[config.mk]
export PLATFORM = sky130hd
export DESIGN_NAME = refill_arbiter
export DESIGN_NICKNAME = d
export VERILOG_FILES = /design/src/rtl/refill_pkg.sv /design/src/rtl/refill_arbiter_rr_arb2.sv /design/src/rtl/refill_arbiter.sv
export SDC_FILE = /design/constraint.sdc
export NUM_CORES = 1
export LEC_CHECK = 0
export ABC_AREA = 1
export CELL_PAD_IN_SITES_DETAIL_PLACEMENT = 0
export CELL_PAD_IN_SITES_GLOBAL_PLACEMENT = 2
export CORE_ASPECT_RATIO = 1.25
export CORE_MARGIN = 2
export CORE_UTILIZATION = 14
export CTS_CLUSTER_SIZE = 28
export DETAILED_ROUTE_END_ITERATION = 8
export PLACE_DENSITY = 0.79
export SLEW_MARGIN = 20
export SYNTH_ARGS = -nofsm -noshare
export SYNTH_HDL_FRONTEND = slang
export SYNTH_HIERARCHICAL = 1
export SYNTH_SLANG_ARGS = --single-unit
[constraint.sdc]
create_clock -name clk -period 2.06 [get_ports clk]
set_input_delay 0.309 -clock clk [delete_from_list [all_inputs] [get_ports clk]]
set_output_delay 0.309 -clock clk [all_outputs]
set_load 0.05 [all_outputs]
[src/rtl/refill_pkg.sv]
// Shared types for the cache refill arbiter: FSM states, transfer owner, counter width helper.
package refill_pkg;

  typedef enum logic [1:0] {
    IDLE = 2'd0,
    WB   = 2'd1,
    FILL = 2'd2,
    DONE = 2'd3
  } state_e;

  typedef enum logic {
    OWN_I = 1'b0,
    OWN_D = 1'b1
  } owner_e;

  // Word-index width for a line of the given size; never narrower than one bit.
  function automatic int unsigned cnt_w(input int unsigned words);
    return (words > 1) ? $clog2(words) : 1;
  endfunction

endpackage

[src/rtl/refill_arbiter_rr_arb2.sv]
// Two-way round-robin pick between I-cache and D-cache refill requests.
module rr_arb2
  import refill_pkg::*;
(
  input  logic   i_req_i,
  input  logic   d_req_i,
  input  owner_e last_i,
  output logic   valid_o,
  output owner_e gnt_o
);

  // On a tie the side that was not served last wins.
  always_comb begin
    valid_o = i_req_i | d_req_i;
    gnt_o   = OWN_I;
    if (d_req_i && (!i_req_i || (last_i == OWN_I))) begin
      gnt_o = OWN_D;
    end
  end

endmodule

[src/rtl/refill_arbiter.sv]
// Shares one memory port between I-cache and D-cache line refills, with optional
// D-cache victim writeback ahead of the fill, and raises the pipeline stall.
module refill_arbiter
  import refill_pkg::*;
#(
  parameter int unsigned ADDR_W     = 32,
  parameter int unsigned DATA_W     = 32,
  parameter int unsigned LINE_WORDS = 4
) (
  input  logic                              clk,
  input  logic                              rst,
  input  logic                              i_req,
  input  logic [ADDR_W-1:0]                 i_addr,
  output logic                              i_rvalid,
  output logic                              i_done,
  input  logic                              d_req,
  input  logic [ADDR_W-1:0]                 d_addr,
  input  logic                              d_dirty,
  input  logic [ADDR_W-1:0]                 d_wb_addr,
  input  logic [DATA_W-1:0]                 d_wb_data,
  output logic                              d_rvalid,
  output logic                              d_done,
  output logic [cnt_w(LINE_WORDS)-1:0]      fill_idx,
  output logic [DATA_W-1:0]                 fill_data,
  output logic                              mem_req,
  output logic                              mem_we,
  output logic [ADDR_W-1:0]                 mem_addr,
  output logic [DATA_W-1:0]                 mem_wdata,
  input  logic [DATA_W-1:0]                 mem_rdata,
  input  logic                              mem_ack,
  output logic                              miss
);

  localparam int unsigned CNT_W  = cnt_w(LINE_WORDS);
  localparam int unsigned LINE_W = ADDR_W - CNT_W - 2;
  localparam logic [CNT_W-1:0] CNT_LAST = CNT_W'(LINE_WORDS - 1);

  state_e            state_q, state_d;
  logic [CNT_W-1:0]  cnt_q, cnt_d;
  logic [LINE_W-1:0] line_q, line_d;
  owner_e            owner_q, owner_d;
  owner_e            last_q, last_d;
  logic              gnt_valid;
  owner_e            gnt;
  logic              last_beat;
  logic              unused_offset;

  // Line-offset bits of the incoming addresses are replaced by the word counter.
  assign unused_offset = ^{i_addr[CNT_W+1:0], d_addr[CNT_W+1:0], d_wb_addr[CNT_W+1:0]};
  assign last_beat     = mem_ack && (cnt_q == CNT_LAST);

  rr_arb2 u_rr (
    .i_req_i (i_req),
    .d_req_i (d_req),
    .last_i  (last_q),
    .valid_o (gnt_valid),
    .gnt_o   (gnt)
  );

  always_ff @(posedge clk or posedge rst) begin
    if (rst) begin
      state_q <= IDLE;
    end else begin
      state_q <= state_d;
    end
  end

  always_ff @(posedge clk or posedge rst) begin
    if (rst) begin
      cnt_q   <= '0;
      line_q  <= '0;
      owner_q <= OWN_I;
      last_q  <= OWN_I;
    end else begin
      cnt_q   <= cnt_d;
      line_q  <= line_d;
      owner_q <= owner_d;
      last_q  <= last_d;
    end
  end

  // Next state plus counter, line base and owner bookkeeping.
  always_comb begin
    state_d = state_q;
    cnt_d   = cnt_q;
    line_d  = line_q;
    owner_d = owner_q;
    last_d  = last_q;
    unique case (state_q)
      IDLE: begin
        if (gnt_valid) begin
          owner_d = gnt;
          if (gnt == OWN_D) begin
            line_d  = d_dirty ? d_wb_addr[ADDR_W-1:CNT_W+2] : d_addr[ADDR_W-1:CNT_W+2];
            state_d = d_dirty ? WB : FILL;
          end else begin
            line_d  = i_addr[ADDR_W-1:CNT_W+2];
            state_d = FILL;
          end
        end
      end
      WB: begin
        if (mem_ack) begin
          cnt_d = cnt_q + CNT_W'(1);
        end
        if (last_beat) begin
          line_d  = d_addr[ADDR_W-1:CNT_W+2];
          state_d = FILL;
        end
      end
      FILL: begin
        if (mem_ack) begin
          cnt_d = cnt_q + CNT_W'(1);
        end
        if (last_beat) begin
          last_d  = owner_q;
          state_d = DONE;
        end
      end
      DONE: begin
        state_d = IDLE;
      end
      default: begin
        state_d = IDLE;
      end
    endcase
  end

  // Memory port, fill strobes and stall decode.
  always_comb begin
    mem_req   = (state_q == WB) || (state_q == FILL);
    mem_we    = (state_q == WB);
    mem_addr  = mem_req ? {line_q, cnt_q, 2'b00} : '0;
    mem_wdata = (state_q == WB) ? d_wb_data : '0;
    i_rvalid  = (state_q == FILL) && (owner_q == OWN_I) && mem_ack;
    d_rvalid  = (state_q == FILL) && (owner_q == OWN_D) && mem_ack;
    i_done    = (state_q == DONE) && (owner_q == OWN_I);
    d_done    = (state_q == DONE) && (owner_q == OWN_D);
    fill_idx  = cnt_q;
    fill_data = mem_rdata;
    miss      = !rst && ((i_req && !i_done) || (d_req && !d_done) || mem_req);
  end

endmodule
* After elaboration in Yosys (flattened, before gate mapping)
Index checks and enable logic that the tools add are counted.
** Cells by class
- Add/sub/neg operators :: 1
- Eq/ne operators :: 7
- Multiplexer cells :: 14
- Bitwise logic cells :: 3
- Reduce and logical (&&, ||, !) cells :: 27
** Operators with widths (count)
- $mux W28 :: 4
- $mux W32 :: 2
- $pmux W28 S2 :: 1
- $logic_and A1 B1 Y1 :: 11
- $mux W2 :: 5
- $pmux W2 S4 :: 1
- $eq A2 B2 Y1 const B :: 3
- $reduce_and A2 Y1 :: 3
- $reduce_and A3 Y1 :: 2
- $logic_not A1 Y1 :: 4
- $logic_or A1 B1 Y1 :: 4
- $ne A2 B2 Y1 const B :: 2
- $add A2 B1 Y2 const B :: 1
- $eq A2 B1 Y1 const B :: 1
- $logic_not A2 Y1 :: 1
- $ne A2 B1 Y1 const B :: 1
- $not A1 Y1 :: 2
- $reduce_bool A2 Y1 :: 1
- $reduce_or A2 Y1 :: 1
- $mux W1 :: 1
- $or A1 B1 Y1 :: 1
** Storage, ports and cells
- Bits in registers :: 34
- Bits of input ports :: 166
- Output and inout port bits :: 105
- Logic and storage cells :: 57

* Logic depth before layout (Yosys ltp)
- Depth after elaboration :: 7
- Mapped depth :: 12
- Gate-level depth less buffers :: 9

* By module
Netlist, hierarchy kept.
** By module, submodules not included
- refill_arbiter :: instances 1, cells each 524, area an instance 3031.7 um2
- rr_arb2 :: instances 1, cells each 3, area an instance 15.0 um2

* Worst setup path before layout
OpenSTA, ideal clock, no wires.
- Kind :: flip-flop to output port
- From :: reg state_q[0]
- To :: out miss
- Arrival time :: 2.032 ns
- Slack :: -0.281 ns
- Cell stages (with the launch flop) :: 6
- Buffers on the path :: 1
- Path through :: dfrtp_1 inv_1 ha_1 clkbuf_1 a21oi_1 a21oi_1
** RTL lines
- start: declaration :: RTL line refill_arbiter.sv:38 : state_e state_q, state_d;
- start signal: assignment :: RTL line refill_arbiter.sv:64 : state_q <= state_d;
- $eq A2 B1 Y1 / $eq A2 B2 Y1 (equally long branches) :: RTL line refill_arbiter.sv:131 : mem_req = (state_q == WB) || (state_q == FILL);
- $logic_or A1 B1 Y1 * :: RTL line refill_arbiter.sv:131
- named net mem_req :: RTL line refill_arbiter.sv:25 : output logic mem_req,
- $logic_or A1 B1 Y1 * :: RTL line refill_arbiter.sv:141 : miss = !rst && ((i_req && !i_done) || (d_req && !d_done) || mem_req);
- $logic_and A1 B1 Y1 * :: RTL line refill_arbiter.sv:141
- end: declaration :: RTL line refill_arbiter.sv:31 : output logic miss
Mark *: on every way through the listed nets, which the timed path passes. The rest lies on a longest branch.

* Worst setup path after layout
- From :: reg state_q[0]
- To :: out mem_addr[17]
** On the way
- Longest elaborated chain between the ends :: 3
** RTL lines
- $eq A2 B1 Y1 / $eq A2 B2 Y1 (equally long branches) :: RTL line refill_arbiter.sv:131
- $logic_or A1 B1 Y1 * :: RTL line refill_arbiter.sv:131
- $mux W32 * :: RTL line refill_arbiter.sv:133 : mem_addr = mem_req ? {line_q, cnt_q, 2'b00} : '0;
- end: declaration :: RTL line refill_arbiter.sv:27 : output logic [ADDR_W-1:0] mem_addr,
Mark *: on every way between the ends. The rest lies on a longest branch, timed or not.

==> flow_metrics.tcl <==
set metrics [dict create \
    outcome "complete, no violations" \
    routed_wl_microns 12020 \
    synth_top_family_by_area "simple AND/OR/NAND/NOR gates" \
    fin_crit_ns 1.968 \
    port_buffers 192 \
    synthCells 527 \
    io_pins 271 \
    initial_core_util_pct 14.19 \
    post_cts_buffers 0 \
    rows 60 \
    dr.pass1.iters 4 \
    ys_warn_count 6 \
    fill_cells 2405 \
    ys_top_cells_by_count "nand2_1 (244), nor2_1 (85), inv_1 (75), buf_4 (38), dfrtp_1 (34)" \
    cp_max_fo 19 \
    rsz0062_at_grt "false" \
    r2r_start "state_q[1]" \
    hold_buffers 0 \
    yosysMostFrequentCell "nand2_1" \
    critPathLaunchType "flop" \
    yosys_most_used_dff "dfrtp_1" \
    clkLatencyLatePin_ns 0.28 \
    required_ns 1.75 \
    place_hpwl_microns 9575 \
    post-route-period-util_pct 95.55 \
    drive_gt1_share_pct 18.54 \
    grt_usage_pct 10.56 \
    slew_headroom_pct 39.57 \
    place_congestion 0.7014 \
    whs_ns 0.4769 \
    cts_tree "yes" \
    drc 0 \
    synth_cell_types 24 \
    setup_viol 0 \
    synth_fa_ha_area_share_pct 2.053 \
    synth_xor_area_share_pct 0.2875 \
    area_delta_synth_final_pct 96.63 \
    hold_path_end "line_q[10]" \
    synthArstFlopShare_pct 100.0 \
    r2r_cells 7 \
    cellLeakagePower_nw 2.962 \
    grt_first_pass_wirelength_microns 18800 \
    vias_per_cell 3.621 \
    register_area_sq_um 850.8 \
    avgSynthCellArea_sq_um 5.781 \
    peakVddDrop_mv 0.6866 \
    hp-class "flop to flop" \
    path_class "flop to primary output" \
    coreArea_sq_um 21470 \
    finClkSkew_ns 0.002139 \
    synth_edf_count 0 \
    tightest_slew_ns 0.9044 \
    synth_area_sq_um 3047 \
    r2r_setup_slack_ns 0.31 \
    cp_cell_sequence "inv_2, ha_4, buf_12, nand2_1, clkinvlp_4, buf_12" \
    die_w_microns 135.9 \
    power-per-cell-area_nw_per_um2 1685 \
    numCtsBuffers 5 \
    htreeDepth 2 \
    synth_simple_gate_area_share_pct 41.81 \
    min_from "line_q[10]" \
    end_kind "primary output" \
    cts-root-buf "clkbuf_16" \
    clockBufferDepth 2 \
    synth_area_leaders "nand2_1 (30%), dfrtp_1 (28%), nor2_1 (10%), buf_4 (9.4%), inv_1 (9.2%)" \
    synth_seq_cells 34 \
    hold_depth 2 \
    utilization_pct 27.90 \
    timing.fmax_mhz 508.0 \
    yosysTopAreaCell "nand2_1" \
    muxShareOfSynthArea_pct 0.3696 \
    r2r-end "line_q[2]" \
    fin_setup_tns_ns 0 \
    fin_nets 855 \
    antenna_found_initial 0 \
    vias 3491 \
    antenna_left 0 \
    worst_path_most_repeated_cell "buf_12" \
    hold_violations 0 \
    slew_violations 0 \
    grt_pass1_vias 3698 \
    die_area_sq_um 22970 \
    cp.arrival_ns 1.66 \
    slowest_stage "dfrtp_1" \
    multiInputGateArea_sq_um 1495 \
    path_clk_slew_ns 0.05 \
    synth_compound_area_share_pct 2.998 \
    grt_max_degree 35 \
    critical_path.max_stage_delay_ns 0.43 \
    ys_seq_area_share_pct 27.93 \
    first_iter_violations 86 \
    grt_overflow 0 \
    die_h_microns 168.9 \
    diodes 0 \
    cts.sinks 34 \
    drv_cap 0 \
    wl_per_cell_microns 12.47 \
    yosys.area.top_type_share_pct 30.06 \
]
layer usage:
layer  vias to the layer above  GRT usage, %  share of wire, %  wire (microns)
met1                      1549         10.62                36            4372
met4                         0         4.257               3.1             369
li1                       1785             -                 -               -
met2                       127         20.33                53            6343
met5                         -             0                 0               0
met3                        30         2.725               7.8             936
registers in the layout (all words and copies together) (netlist names):
| name | cells |
|---|---|
| line_q | 28 |
| fill_idx | 2 |
| state_q | 2 |
| last_q | 1 |
| owner_q | 1 |
through the flow:
| stage | cell area [sq um] | instances | setup WS [ns] | total power, W |
|---|---|---|---|---|
| after detailed placement | 5816 | 956 | -0.1349 | 0.009415 |
| after global routing | 5991 | 964 | 0.004002 | 0.01082 |
| final | 5991 | 964 | 0.09163 | 0.01010 |
| after global placement | 5816 | 956 | -0.09471 | 0.009385 |
| after CTS | 5977 | 964 | 0.01304 | 0.01029 |
| after floorplan | 3139 | 528 | 0.01285 | 0.005876 |
worst max-delay path by stage:
stage          slack (ns)            to  depth (start not counted)        from
3_3_place_gp        -0.09    line_q[14]                         11       i_req
6_report             0.09  mem_addr[17]                          6  state_q[0]
5_1_grt             0.004  mem_addr[20]                          6  state_q[0]
4_1_cts              0.01  mem_wdata[6]                          6  state_q[1]
3_5_place_dp        -0.13    line_q[14]                         11       i_req
2_1_floorplan        0.01  mem_addr[14]                          6  state_q[0]
placed cells by master (no fill, tap or decap), drive strengths merged:
cell type      count
a31oi              1
clkinvlp          21
xnor2              1
clkinv             2
nand3              3
dfrtp             34
ha                 5
conb               2
or2                2
clkdlybuf4s50    123
o21a               1
nand2            244
inv               57
clkbuf             7
nor2              86
mux2               1
buf               84
a21oi              5
o21ai              6
report_power, final:
part,total (W),switching (W),leakage (nW),internal [W]
Clock,0.000769,0.000289,0.0739,0.000480
Combinational,0.00811,0.00468,2.47,0.00343
Sequential,0.00122,0.000199,0.418,0.00102
Total,0.0101,0.00517,2.96,0.00493
cell type report:
| type | instances | area share (%) |
|---|---|---|
| clock inverters | 1 | 0.08354 |
| multi-input cells | 357 | 24.96 |
| repair buffers | 207 | 46.24 |
| clock buffers | 7 | 2.381 |
| inverters | 79 | 6.307 |
| flip-flops and latches | 34 | 14.20 |
| well taps | 279 | 5.827 |
cells by family (layout without fill, tap and decap cells):
| logic type | count (synthesis) | count (layout) |
|---|---|---|
| buf+inv | 137 | 294 |
| compound gates | 13 | 13 |
| mux | 1 | 1 |
| fa+ha+maj | 5 | 5 |
| other cells | 1 | 2 |
| xor+xnor | 1 | 1 |
| simple gates | 335 | 335 |
| flops | 34 | 34 |
worst max-delay path: cells and delay by family, from the launching register on:
| kind | cells | cell delay [ns] |
|---|---|---|
| DFF | 1 | 0.43 |
| buffers and inverters | 4 | 0.49 |
| and+or+nand+nor | 1 | 0.10 |
| adders and majority gates | 1 | 0.35 |
timing repair:
item	CTS	global route
cloned	0	0
pin swaps	0	1
gates resized for setup	2	4
endpoints found under the setup margin	9	23
Note: power is estimated with default switching activity, not from simulation.
==> RTL change: new RTL, same settings <==
The parameter `ADDR_W` goes from 32 to 36.
--- a/src/rtl/refill_arbiter.sv
+++ b/src/rtl/refill_arbiter.sv
@@ -3,7 +3,7 @@
 module refill_arbiter
   import refill_pkg::*;
 #(
-  parameter int unsigned ADDR_W     = 32,
+  parameter int unsigned ADDR_W     = 36,
   parameter int unsigned DATA_W     = 32,
   parameter int unsigned LINE_WORDS = 4
 ) (
Interface: changed (resized d_addr, d_wb_addr, i_addr and mem_addr); port bits go from 271 to 287. No check against the original RTL was run, so the function may have changed too.
==> RTL change against the original RTL <==
- setup slack got worse by 0.019 ns
- sequential cell count increased by 4
- cell count grew 7.9%
- register-to-register slack worse by 0.11 ns
- worst hold slack lost 0.028 ns
- power is 4.6% higher
- wire length rose by 9.3%
- area after synthesis increased by 7.4%
- final area grew 10%
- critical path type unchanged
- highest routed layer unchanged
==> RTL change: results <==
[critical_path]
rr_endpoint = "line_q[8]"
cp_max_fo = 33
regToRegSetupSlack_ns = 0.20
rr_worst_depth = 9

[worst_hold_path]
hold_class = "in2async"

[detailed_routing]
m1WireLength_um = 4861
finalWirelength_um = 13140
drtIter0Drc = 113
wl_met2_um = 6943

[power]
switching_share = 0.4980
ir_worst_vdd_mv = 0.5061
power.leakage_nw = 3.294

[sta]
skew_ns = 0.004944
period_share = 0.9650

[layout]
clock_tree_area_fraction = 0.02555
nNonClkBuffers = 229

[floorplan]
tap_cells = 288

[synthesis]
yosysUniqueCellTypes = 25
synth_seq_area_share = 0.2906
synthAdderAreaFrac = 0.01912

[global_route]
grt_pass1_vias = 3769
global_route.usage.met2 = 0.1982

[place]
placedCellCount = 1032
placed_area_um2 = 6399
pre_cts_ws_ns = -0.05284

[run_status]
status = "completed"
-- RTL change: cell types whose count changed after synthesis, moves of 4 or more --
cell and change:
dfrtp_1 +4, buf_4 +6, nor2_1 +12, inv_1 +5
buf_2 +6, buf_6 -8, clkbuf_1 -4, nand2_1 +25
-- RTL change: worst max-delay path: cells and delay by family, from the launching register on --
| kind | cells | cell delay [ns] |
|---|---|---|
| and+or+nand+nor | 1 | 0.07 |
| buffers and inverters | 4 | 0.61 |
| DFF | 1 | 0.40 |
| adders and majority gates | 1 | 0.31 |
-- RTL change: timing repair --
action | in CTS | in global routing
resized for setup | 1 | 2
hold endpoints to repair | 0 | 0
gates cloned | 0 | 1
setup endpoints to repair | 10 | 9
pin swaps | 0 | 1
-- RTL change: power by group through the flow --
stage          Clock (mW)  Sequential, mW  Combinational [mW]
4_1_cts             0.952            1.35                8.29
3_5_place_dp            0            1.36                8.27
5_1_grt             0.973            1.39                8.90
3_3_place_gp            0            1.37                8.25
2_1_floorplan           0            1.38                4.60
6_report            0.909            1.35                8.31
